File: config.mk
export PLATFORM = sky130hd
export DESIGN_NAME = pipe_control_flat
export DESIGN_NICKNAME = d
export VERILOG_FILES = /design/src/rtl/pipe_control_if.sv /design/src/rtl/pipe_control.sv /design/src/flat_wrapper.sv
export SDC_FILE = /design/constraint.sdc
export NUM_CORES = 1
export LEC_CHECK = 0
export CAP_MARGIN = 0
export CELL_PAD_IN_SITES_DETAIL_PLACEMENT = 1
export CELL_PAD_IN_SITES_GLOBAL_PLACEMENT = 1
export CORE_ASPECT_RATIO = 0.6
export CORE_MARGIN = 2
export CORE_UTILIZATION = 35
export CTS_CLUSTER_DIAMETER = 80
export DETAILED_ROUTE_END_ITERATION = 10
export GPL_TIMING_DRIVEN = 0
export PLACE_DENSITY = 0.93
export SYNTH_ARGS = -nofsm -noshare
export SYNTH_HDL_FRONTEND = slang
export SYNTH_SLANG_ARGS = --single-unit
File: constraint.sdc
create_clock -name clk_i -period 5.82 [get_ports clk_i]
set_clock_uncertainty 0.2 [all_clocks]
set_input_delay 0.873 -clock clk_i [delete_from_list [all_inputs] [get_ports clk_i]]
set_output_delay 0.873 -clock clk_i [all_outputs]
set_load 0.005 [all_outputs]
File: src/rtl/pipe_control_if.sv
// rtl/pipe_control_if.sv - hazard inputs and pipeline-control outputs of the Y86-64 control unit
interface pipe_control_if #(
    parameter int CNT_W = 32
);
    logic [3:0]       D_icode_i;
    logic [3:0]       d_srcA_i;
    logic [3:0]       d_srcB_i;
    logic [3:0]       E_icode_i;
    logic [3:0]       E_dstM_i;
    logic             e_cnd_i;
    logic [2:0]       m_stat_i;
    logic [2:0]       W_stat_i;
    logic             F_stall_o;
    logic             D_stall_o;
    logic             D_bubble_o;
    logic             E_bubble_o;
    logic             M_bubble_o;
    logic             W_stall_o;
    logic             set_cc_en_o;
    logic [2:0]       cpu_stat_o;
    logic             halted_o;
    logic [CNT_W-1:0] stall_cnt_o;

    modport master (
        output D_icode_i, d_srcA_i, d_srcB_i, E_icode_i, E_dstM_i, e_cnd_i, m_stat_i, W_stat_i,
        input  F_stall_o, D_stall_o, D_bubble_o, E_bubble_o, M_bubble_o, W_stall_o,
        input  set_cc_en_o, cpu_stat_o, halted_o, stall_cnt_o
    );

    modport slave (
        input  D_icode_i, d_srcA_i, d_srcB_i, E_icode_i, E_dstM_i, e_cnd_i, m_stat_i, W_stat_i,
        output F_stall_o, D_stall_o, D_bubble_o, E_bubble_o, M_bubble_o, W_stall_o,
        output set_cc_en_o, cpu_stat_o, halted_o, stall_cnt_o
    );
endinterface

File: src/rtl/pipe_control.sv
// rtl/pipe_control.sv - Y86-64 pipeline hazard control, exception/halt FSM and stall counter
module pipe_control #(
    parameter int RET_BUBBLES = 3,
    parameter int CNT_W       = 32
) (
    input  logic           clk_i,
    input  logic           rst_i,
    pipe_control_if.slave  bus
);
    localparam logic [3:0] IMRMOVQ = 4'h5;
    localparam logic [3:0] IJXX    = 4'h7;
    localparam logic [3:0] IRET    = 4'h9;
    localparam logic [3:0] IPOPQ   = 4'hB;
    localparam logic [3:0] RNONE   = 4'hF;
    localparam logic [2:0] SAOK    = 3'd1;
    localparam int         RC_W    = (RET_BUBBLES > 1) ? $clog2(RET_BUBBLES) : 1;

    typedef enum logic [1:0] {S_RUN, S_DRAIN, S_HALTED} state_t;

    state_t           r_state;
    state_t           w_next;
    logic [RC_W-1:0]  r_ret_cnt;
    logic [2:0]       r_cpu_stat;
    logic [CNT_W-1:0] r_stall_cnt;

    logic w_lu, w_mp, w_ret_d, w_rt, w_stat_bad;
    logic w_f_stall, w_d_stall, w_d_bubble, w_e_bubble, w_m_bubble, w_w_stall, w_set_cc;

    assign w_lu = ((bus.E_icode_i == IMRMOVQ) || (bus.E_icode_i == IPOPQ)) &&
                  (bus.E_dstM_i != RNONE) &&
                  ((bus.E_dstM_i == bus.d_srcA_i) || (bus.E_dstM_i == bus.d_srcB_i));
    assign w_mp = (bus.E_icode_i == IJXX) && !bus.e_cnd_i;
    // A mispredicted jump squashes the ret sitting in D, so that ret raises no stall.
    assign w_ret_d    = (bus.D_icode_i == IRET) && !w_mp;
    assign w_rt       = w_ret_d || (r_ret_cnt != '0);
    assign w_stat_bad = (bus.m_stat_i != SAOK) || (bus.W_stat_i != SAOK);

    always_ff @(posedge clk_i) begin
        if (rst_i) begin
            r_state <= S_RUN;
        end else begin
            r_state <= w_next;
        end
    end

    always_comb begin
        w_next = r_state;
        case (r_state)
            S_RUN: begin
                if (bus.W_stat_i != SAOK) begin
                    w_next = S_HALTED;
                end else if (bus.m_stat_i != SAOK) begin
                    w_next = S_DRAIN;
                end
            end
            S_DRAIN: begin
                if (bus.W_stat_i != SAOK) begin
                    w_next = S_HALTED;
                end
            end
            default: w_next = S_HALTED;
        endcase
    end

    always_comb begin
        w_f_stall  = 1'b0;
        w_d_stall  = 1'b0;
        w_d_bubble = 1'b0;
        w_e_bubble = 1'b0;
        w_m_bubble = 1'b0;
        w_w_stall  = 1'b0;
        w_set_cc   = 1'b1;
        if (!rst_i) begin
            if (r_state == S_HALTED) begin
                w_f_stall  = 1'b1;
                w_m_bubble = 1'b1;
                w_w_stall  = 1'b1;
                w_set_cc   = 1'b0;
            end else begin
                w_f_stall  = w_lu || w_rt;
                w_d_stall  = w_lu;
                w_d_bubble = w_mp || (w_rt && !w_lu);
                w_e_bubble = w_mp || w_lu;
                w_m_bubble = (r_state == S_DRAIN);
                w_set_cc   = (r_state == S_RUN) && !w_stat_bad;
            end
        end
    end

    always_ff @(posedge clk_i) begin
        if (rst_i || (r_state == S_HALTED)) begin
            r_ret_cnt <= '0;
        end else if ((bus.D_icode_i == IRET) && !w_lu && !w_mp && (r_ret_cnt == '0)) begin
            r_ret_cnt <= RC_W'(RET_BUBBLES - 1);
        end else if (r_ret_cnt != '0) begin
            r_ret_cnt <= r_ret_cnt - 1'b1;
        end
    end

    always_ff @(posedge clk_i) begin
        if (rst_i) begin
            r_cpu_stat <= SAOK;
        end else if ((r_state != S_HALTED) && (w_next == S_HALTED)) begin
            r_cpu_stat <= bus.W_stat_i;
        end
    end

    always_ff @(posedge clk_i) begin
        if (rst_i) begin
            r_stall_cnt <= '0;
        end else if ((r_state == S_RUN) && w_f_stall && !(&r_stall_cnt)) begin
            r_stall_cnt <= r_stall_cnt + 1'b1;
        end
    end

    assign bus.F_stall_o   = w_f_stall;
    assign bus.D_stall_o   = w_d_stall;
    assign bus.D_bubble_o  = w_d_bubble;
    assign bus.E_bubble_o  = w_e_bubble;
    assign bus.M_bubble_o  = w_m_bubble;
    assign bus.W_stall_o   = w_w_stall;
    assign bus.set_cc_en_o = w_set_cc;
    assign bus.cpu_stat_o  = r_cpu_stat;
    assign bus.halted_o    = (r_state == S_HALTED);
    assign bus.stall_cnt_o = r_stall_cnt;
endmodule

File: src/flat_wrapper.sv
// flat-port wrapper written by rule: the top's interface ports become plain ports
module pipe_control_flat 
#(
    parameter int RET_BUBBLES = 3,
    parameter int CNT_W       = 32
)
  (clk_i, rst_i, bus_D_icode_i, bus_d_srcA_i, bus_d_srcB_i, bus_E_icode_i, bus_E_dstM_i, bus_e_cnd_i, bus_m_stat_i, bus_W_stat_i, bus_F_stall_o, bus_D_stall_o, bus_D_bubble_o, bus_E_bubble_o, bus_M_bubble_o, bus_W_stall_o, bus_set_cc_en_o, bus_cpu_stat_o, bus_halted_o, bus_stall_cnt_o);
  pipe_control_if #(.CNT_W(CNT_W)) bus_i ();
  input  logic clk_i;
  input  logic rst_i;
  input wire logic [$bits(bus_i.D_icode_i)-1:0] bus_D_icode_i;
  input wire logic [$bits(bus_i.d_srcA_i)-1:0] bus_d_srcA_i;
  input wire logic [$bits(bus_i.d_srcB_i)-1:0] bus_d_srcB_i;
  input wire logic [$bits(bus_i.E_icode_i)-1:0] bus_E_icode_i;
  input wire logic [$bits(bus_i.E_dstM_i)-1:0] bus_E_dstM_i;
  input wire logic [$bits(bus_i.e_cnd_i)-1:0] bus_e_cnd_i;
  input wire logic [$bits(bus_i.m_stat_i)-1:0] bus_m_stat_i;
  input wire logic [$bits(bus_i.W_stat_i)-1:0] bus_W_stat_i;
  output wire logic [$bits(bus_i.F_stall_o)-1:0] bus_F_stall_o;
  output wire logic [$bits(bus_i.D_stall_o)-1:0] bus_D_stall_o;
  output wire logic [$bits(bus_i.D_bubble_o)-1:0] bus_D_bubble_o;
  output wire logic [$bits(bus_i.E_bubble_o)-1:0] bus_E_bubble_o;
  output wire logic [$bits(bus_i.M_bubble_o)-1:0] bus_M_bubble_o;
  output wire logic [$bits(bus_i.W_stall_o)-1:0] bus_W_stall_o;
  output wire logic [$bits(bus_i.set_cc_en_o)-1:0] bus_set_cc_en_o;
  output wire logic [$bits(bus_i.cpu_stat_o)-1:0] bus_cpu_stat_o;
  output wire logic [$bits(bus_i.halted_o)-1:0] bus_halted_o;
  output wire logic [$bits(bus_i.stall_cnt_o)-1:0] bus_stall_cnt_o;
  assign bus_i.D_icode_i = bus_D_icode_i;
  assign bus_i.d_srcA_i = bus_d_srcA_i;
  assign bus_i.d_srcB_i = bus_d_srcB_i;
  assign bus_i.E_icode_i = bus_E_icode_i;
  assign bus_i.E_dstM_i = bus_E_dstM_i;
  assign bus_i.e_cnd_i = bus_e_cnd_i;
  assign bus_i.m_stat_i = bus_m_stat_i;
  assign bus_i.W_stat_i = bus_W_stat_i;
  assign bus_F_stall_o = bus_i.F_stall_o;
  assign bus_D_stall_o = bus_i.D_stall_o;
  assign bus_D_bubble_o = bus_i.D_bubble_o;
  assign bus_E_bubble_o = bus_i.E_bubble_o;
  assign bus_M_bubble_o = bus_i.M_bubble_o;
  assign bus_W_stall_o = bus_i.W_stall_o;
  assign bus_set_cc_en_o = bus_i.set_cc_en_o;
  assign bus_cpu_stat_o = bus_i.cpu_stat_o;
  assign bus_halted_o = bus_i.halted_o;
  assign bus_stall_cnt_o = bus_i.stall_cnt_o;
  pipe_control #(.RET_BUBBLES(RET_BUBBLES), .CNT_W(CNT_W)) u_core (.clk_i(clk_i), .rst_i(rst_i), .bus(bus_i));
endmodule
==> results of run 1 <==
[sequential cells by signal, indices dropped and copies added (netlist names)]
register / count
u_core.bus.cpu_stat_o: 3
u_core.r_ret_cnt: 2
u_core.r_state: 2
u_core.bus.stall_cnt_o: 32
[routing by layer]
metal | part of all wire, % | up-vias | track usage [%]
met5 | 0 | - | 0
met4 | 1.5 | 0 | 7.67
met1 | 47 | 1200 | 32.3
li1 | - | 1151 | -
met3 | 5.8 | 18 | 6.54
met2 | 46 | 88 | 39.0
[worst paths after layout]
path                                           startpoint  depth (start not counted)                   endpoint  slack, ns
worst max-delay path                      bus_E_dstM_i[3]                          6              bus_F_stall_o       1.41
worst min-delay path             u_core.bus.cpu_stat_o[0]                          2   u_core.bus.cpu_stat_o[0]       0.30
worst max register to register  u_core.bus.stall_cnt_o[0]                         10  u_core.bus.stall_cnt_o[1]       2.69
worst min register to register   u_core.bus.cpu_stat_o[0]                          2   u_core.bus.cpu_stat_o[0]       0.30
[cell type report]
| class | count | area (sq um) |
|---|---|---|
| buffer | 13 | 73.8 |
| clock buffer | 8 | 100 |
| fill | 739 | 2940 |
| inverter | 7 | 26.3 |
| multi-input combinational | 204 | 1260 |
| sequential | 39 | 781 |
| tap | 84 | 105 |
| timing repair buffer | 71 | 711 |
[worst max-delay path: stages]
cell             delay (ns)
clkdlybuf4s50_1        0.50
xnor2_1                0.25
nand4_1                0.14
a221o_1                0.43
a21oi_1                0.53
clkdlybuf4s50_1        0.61
[power by group through the flow]
stage	Sequential (uW)	Combinational (uW)	Clock, uW
final	272	75.8	210
after global routing	272	82.0	224
after CTS	272	75.5	209
after detailed placement	278	74.9	0
after global placement	278	71.7	0
after floorplan	278	31.9	0
[Yosys cell counts, drive strengths merged (2+ instances only)]
| cell | instances | area (sq um) |
|---|---|---|
| xnor2 | 8 | 70.1 |
| ha | 4 | 50.1 |
| inv | 7 | 26.3 |
| a22oi | 3 | 22.5 |
| nand2 | 19 | 71.3 |
| or4 | 13 | 97.6 |
| a211oi | 2 | 15.0 |
| nand4 | 13 | 81.3 |
| or3 | 13 | 81.3 |
| nor2b | 3 | 18.8 |
| and4 | 3 | 26.3 |
| mux2i | 2 | 20.0 |
| dfxtp | 39 | 781 |
| o21ai | 16 | 80.1 |
| nand3 | 14 | 70.1 |
| and2 | 3 | 18.8 |
| clkbuf | 6 | 22.5 |
| and3 | 8 | 50.1 |
| o31ai | 11 | 82.6 |
| a21oi | 28 | 140 |
| nand3b | 2 | 15.0 |
| mux2 | 2 | 22.5 |
| nor3 | 6 | 30.0 |
| nor2 | 15 | 56.3 |
| buf | 7 | 51.3 |
| a31o | 2 | 17.5 |
[logic make-up after synthesis]
kind of cell | synth area share (%)
buffers and inverters | 4.67
multiplexers | 1.99
flip-flops | 36.4
XOR/XNOR | 3.68
AO/OA/AOI/OAI | 19.6
adder cells (fa/ha/maj) | 2.34
AND/OR/NAND/NOR | 31.3
[stage by stage]
stage / area, sq um / hold slack, ns / power (uW)
after floorplan: 2140 / 0.248 / 310
after global placement: 2960 / 0.261 / 350
after detailed placement: 2960 / 0.278 / 353
after CTS: 3060 / 0.297 / 557
after global routing: 3060 / 0.322 / 578
final: 3060 / 0.295 / 558
==> flow_summary.yaml, run 1 <==
power:
  leakage_uw: 0.00100
  intPower_uw: 417
  clockPowerShare_pct: 37.6
  switching_share_pct: 25.2
  pwr-share-comb_pct: 13.6
  power_frac_seq_pct: 48.8
  p_switching_uw: 140
  pwr_density_cell_nw_per_um2: 182
  ir_worst_vdd_uv: 87.5
placement:
  gp_congestion: 0.790
  io_buffer_count: 71
  place_ws_ns: 1.44
  place_hpwl_microns: 6030
  placedCellCount: 418
route:
  wire_per_inst_microns: 18.8
  vias: 2457
  drt_iter0_drc: 116
  firstDrtPassIters: 4
  ant_nets: 0
  wl_microns: 8020
  vias_per_cell: 5.77
  drc: 0
clock_network:
  postCtsHoldBufs: 0
  cts_buffers: 5
  cts.clk_slew.worst_paths_ns: 0.08
  clockBufferDepth: 2
  cts_tree: "done"
  clk_latency_ns: 0.30
  cts.sinks: 39
  clock-root-buffer: "clkbuf_8"
  cts_max_level: 2
  post_cts_buffers: 0
  postCtsResizedCells: 0
global_routing:
  grtUsageTotal_pct: 24.4
  grt_pass1_wl_microns: 13100
  grt_antenna_before_repair: 0
  grt_overflow: 0
  grt_max_degree: 12
  grt_pass1_vias: 2545
timing:
  maxSlewHeadroom_pct: 61.0
  fin_crit_sh_pct: 75.7
  hold_viol: 0
  setup_viol: 0
  fin_setup_tns_ns: 0
  tightest_slew_ns: 0.584
  rsz0062_at_grt: "no"
  fmax_mhz: 227
  slew_viol_final: 0
  setup_ws_ns: 1.41
  fin_crit_ns: 4.41
worst_setup_path:
  worst-path-max-fanout: 6
  crit_path_start_kind: "primary input"
  criticalPathCategory: "primary input to output port"
  endpoint_kind: "output port"
  cp_data_arrival_time_ns: 3.34
  worstPathRequired_ns: 4.75
yosys:
  syn_avg_cell_area_sq_um: 8.14
  synthArstFlopShare_pct: 0
  syn_area_sq_um: 2140
  synthCells: 263
  synth_cell_types: 46
  synth_seq_cells: 39
  yosysSeqAreaShare_pct: 36.4
  yosys_warnings: 0
  synth_flop_cell: "dfxtp_1"
  synth_edf_count: 0
  syn_nets: 296
status:
  status: "finished clean"
floorplanning:
  ios: 72
  rows: 22
  fp.dieH_microns: 64.6
  die-area_sq_um: 6780
  die_w_microns: 105
  coreArea_sq_um: 6000
  start_util_pct: 35.7
final_layout:
  mostFrequentLayoutCells: "clkdlybuf4s50_1 (71), dfxtp_1 (39), a21oi_1 (28)"
  nNetsFinal: 374
  final_core_util_pct: 51.0
  layout_commonest_cell: "clkdlybuf4s50_1"
  diodes: 0
  stdcell_count: 426
  syn2layout_area_growth_pct: 42.8
  drive_gt1_share_pct: 4.68
flow_run:
  max_cap_violations: 0
min_path:
  hold_path.class: "flip-flop to flip-flop"
Note: power is estimated with default switching activity, not from simulation.
==> run 2: changes to the inputs <==
--- a/config.mk
+++ b/config.mk
@@ -10,11 +10,11 @@
 export CELL_PAD_IN_SITES_GLOBAL_PLACEMENT = 1
 export CORE_ASPECT_RATIO = 0.6
 export CORE_MARGIN = 2
-export CORE_UTILIZATION = 35
+export CORE_UTILIZATION = 33
 export CTS_CLUSTER_DIAMETER = 80
 export DETAILED_ROUTE_END_ITERATION = 10
 export GPL_TIMING_DRIVEN = 0
-export PLACE_DENSITY = 0.93
+export PLACE_DENSITY = 0.88
 export SYNTH_ARGS = -nofsm -noshare
 export SYNTH_HDL_FRONTEND = slang
 export SYNTH_SLANG_ARGS = --single-unit
==> constraint.sdc (replaced) <==
create_clock -name clk_i -period 4.3 [get_ports clk_i]
set_clock_uncertainty 0.2 [all_clocks]
set_input_delay 0.645 -clock clk_i [delete_from_list [all_inputs] [get_ports clk_i]]
set_output_delay 0.645 -clock clk_i [all_outputs]
set_load 0.005 [all_outputs]
==> flow_summary.yaml, run 2 (synthesis gave the netlist of run 1 again) <==
power:
  pwr_density_cell_nw_per_um2: 273
  ir_worst_vdd_uv: 116
  leakage_uw: 0.00102
min_path:
  hold_path.class: "flip-flop to flip-flop"
worst_setup_path:
  endpoint_kind: "output port"
  critical_path.slowest_cell: "clkdlybuf4s50_1"
  worstPathRequired_ns: 3.45
  worst-path-max-fanout: 6
  criticalPathCategory: "primary input to output port"
  crit_path_start_kind: "primary input"
  crit_path_frequent_cell: "clkdlybuf4s50_1"
  r2r_setup_slack_ns: 1.20
  cp_cell_sequence: "clkdlybuf4s50_1 > xnor2_1 > nand4_1 > a221o_1 > a21oi_1 > clkdlybuf4s50_1"
  cp_data_arrival_time_ns: 3.01
  path_delay_family: "buffers and inverters"
  worst-path-buf-inv: 2
  max_stage_delay_ns: 0.60
final_layout:
  seq_area_sq_um: 781
  stdcell_count: 426
  layout_commonest_cell: "clkdlybuf4s50_1"
  mostFrequentLayoutCells: "clkdlybuf4s50_1 (71), dfxtp_1 (39), a21oi_1 (28)"
  drive_gt1_share_pct: 4.68
  syn2layout_area_growth_pct: 44.3
  nNetsFinal: 374
  multiInputGateArea_sq_um: 1260
  nFillCells: 752
  diodes: 0
  largest_reg_flops: 32
global_routing:
  grt_max_degree: 13
  grt_overflow: 0
  grt_antenna_before_repair: 0
  grt_pass1_vias: 2457
  grt_pass1_wl_microns: 12600
  grtUsageTotal_pct: 22.7
placement:
  io_buffer_count: 71
  gp_congestion: 0.791
  placedCellCount: 418
  place_hpwl_microns: 5850
  place_ws_ns: 0.471
timing:
  maxSlewHeadroom_pct: 59.3
  tightest_slew_ns: 0.611
  fin_crit_ns: 3.86
  slew_viol_final: 0
  fin_setup_tns_ns: 0
  fin_crit_sh_pct: 89.7
  hold_slack_ns: 0.297
  hold_viol: 0
  setup_ws_ns: 0.445
  fmax_mhz: 259
  setup_viol: 0
  rsz0062_at_grt: "no"
clock_network:
  cts_max_level: 2
  clockBufferDepth: 2
  post_cts_buffers: 0
  cts_tree: "done"
  cts_buffers: 5
  clk_latency_ns: 0.30
  cts.clk_slew.worst_paths_ns: 0.08
  postCtsHoldBufs: 0
  cts.sinks: 39
  postCtsResizedCells: 0
  clock-root-buffer: "clkbuf_8"
floorplanning:
  start_util_pct: 34.6
  rows: 22
  die_w_microns: 108
  ios: 72
  fp.dieH_microns: 66.4
  coreArea_sq_um: 6190
  die-area_sq_um: 7170
status:
  status: "finished clean"
route:
  wl_microns: 7700
  wire_per_inst_microns: 18.1
  firstDrtPassIters: 4
  drc: 0
  ant_nets: 0
  vias: 2433
  vias_per_cell: 5.71
  drt_iter0_drc: 101
flow_run:
  max_cap_violations: 0
## run 2: changes by cell type in the layout (fill, tap and decap cells not counted), sizes merged
cell    before  now
bufinv       0    2
clkbuf      14   12
## run 2: worst min-delay path, delay by kind of cell (launching register included)
kind | cells | cell delay [ns]
simple gates | 1 | 0.06
mux | 1 | 0.07
flops | 1 | 0.34
## run 2: where the power goes
group | switching, uW | total [uW] | internal, uW | leakage (uW)
registers | 3.76 | 368 | 365 | 0.000315
clock network | 142 | 374 | 232 | 0.0000654
logic | 48.1 | 101 | 53.3 | 0.000634
total | 194 | 844 | 650 | 0.00102
## run 2: path summary, 6_finish.rpt
| path | from | endpoint | cells after the start |
|---|---|---|---|
| min reg2reg | u_core.bus.cpu_stat_o[0] | u_core.bus.cpu_stat_o[0] | 2 |
| max reg2reg | u_core.bus.stall_cnt_o[0] | u_core.bus.stall_cnt_o[1] | 10 |
| max | bus_E_dstM_i[2] | bus_F_stall_o | 6 |
| min | u_core.bus.cpu_stat_o[0] | u_core.bus.cpu_stat_o[0] | 2 |
## run 2: metal layers
metal,GRT usage (%),routed length [microns],share of wire (%)
met5,0,0,0
met1,33.4,3730,48
met4,5.77,55,0.71
met3,4.24,556,7.2
met2,33.9,3360,44
## run 2: layout make-up
class | count | area share (%)
Inverter | 7 | 0.850
Clock buffer | 6 | 2.35
Sequential cell | 39 | 25.3
Timing Repair Buffer | 71 | 23.0
Multi-Input combinational cell | 204 | 40.8
Clock inverter | 2 | 1.94
Buffer | 13 | 2.39
Tap cell | 84 | 3.40
## run 2: metrics by stage
stage | cell area, sq um | total power (uW) | utilization [%]
floorplan | 2140 | 419 | -
finish | 3090 | 844 | 49.9
global route | 3090 | 873 | 49.9
detailed placement | 2960 | 477 | 47.8
global placement | 2960 | 474 | 47.8
CTS | 3090 | 846 | 49.9
==> run 3: changes to the inputs <==
--- a/config.mk
+++ b/config.mk
@@ -13,6 +13,7 @@
 export CORE_UTILIZATION = 33
 export CTS_CLUSTER_DIAMETER = 80
 export DETAILED_ROUTE_END_ITERATION = 10
+export GPL_ROUTABILITY_DRIVEN = 0
 export GPL_TIMING_DRIVEN = 0
 export PLACE_DENSITY = 0.88
 export SYNTH_ARGS = -nofsm -noshare
==> results of run 3 <==
The final DEF is identical to that of run 2; final timing and power are the same.
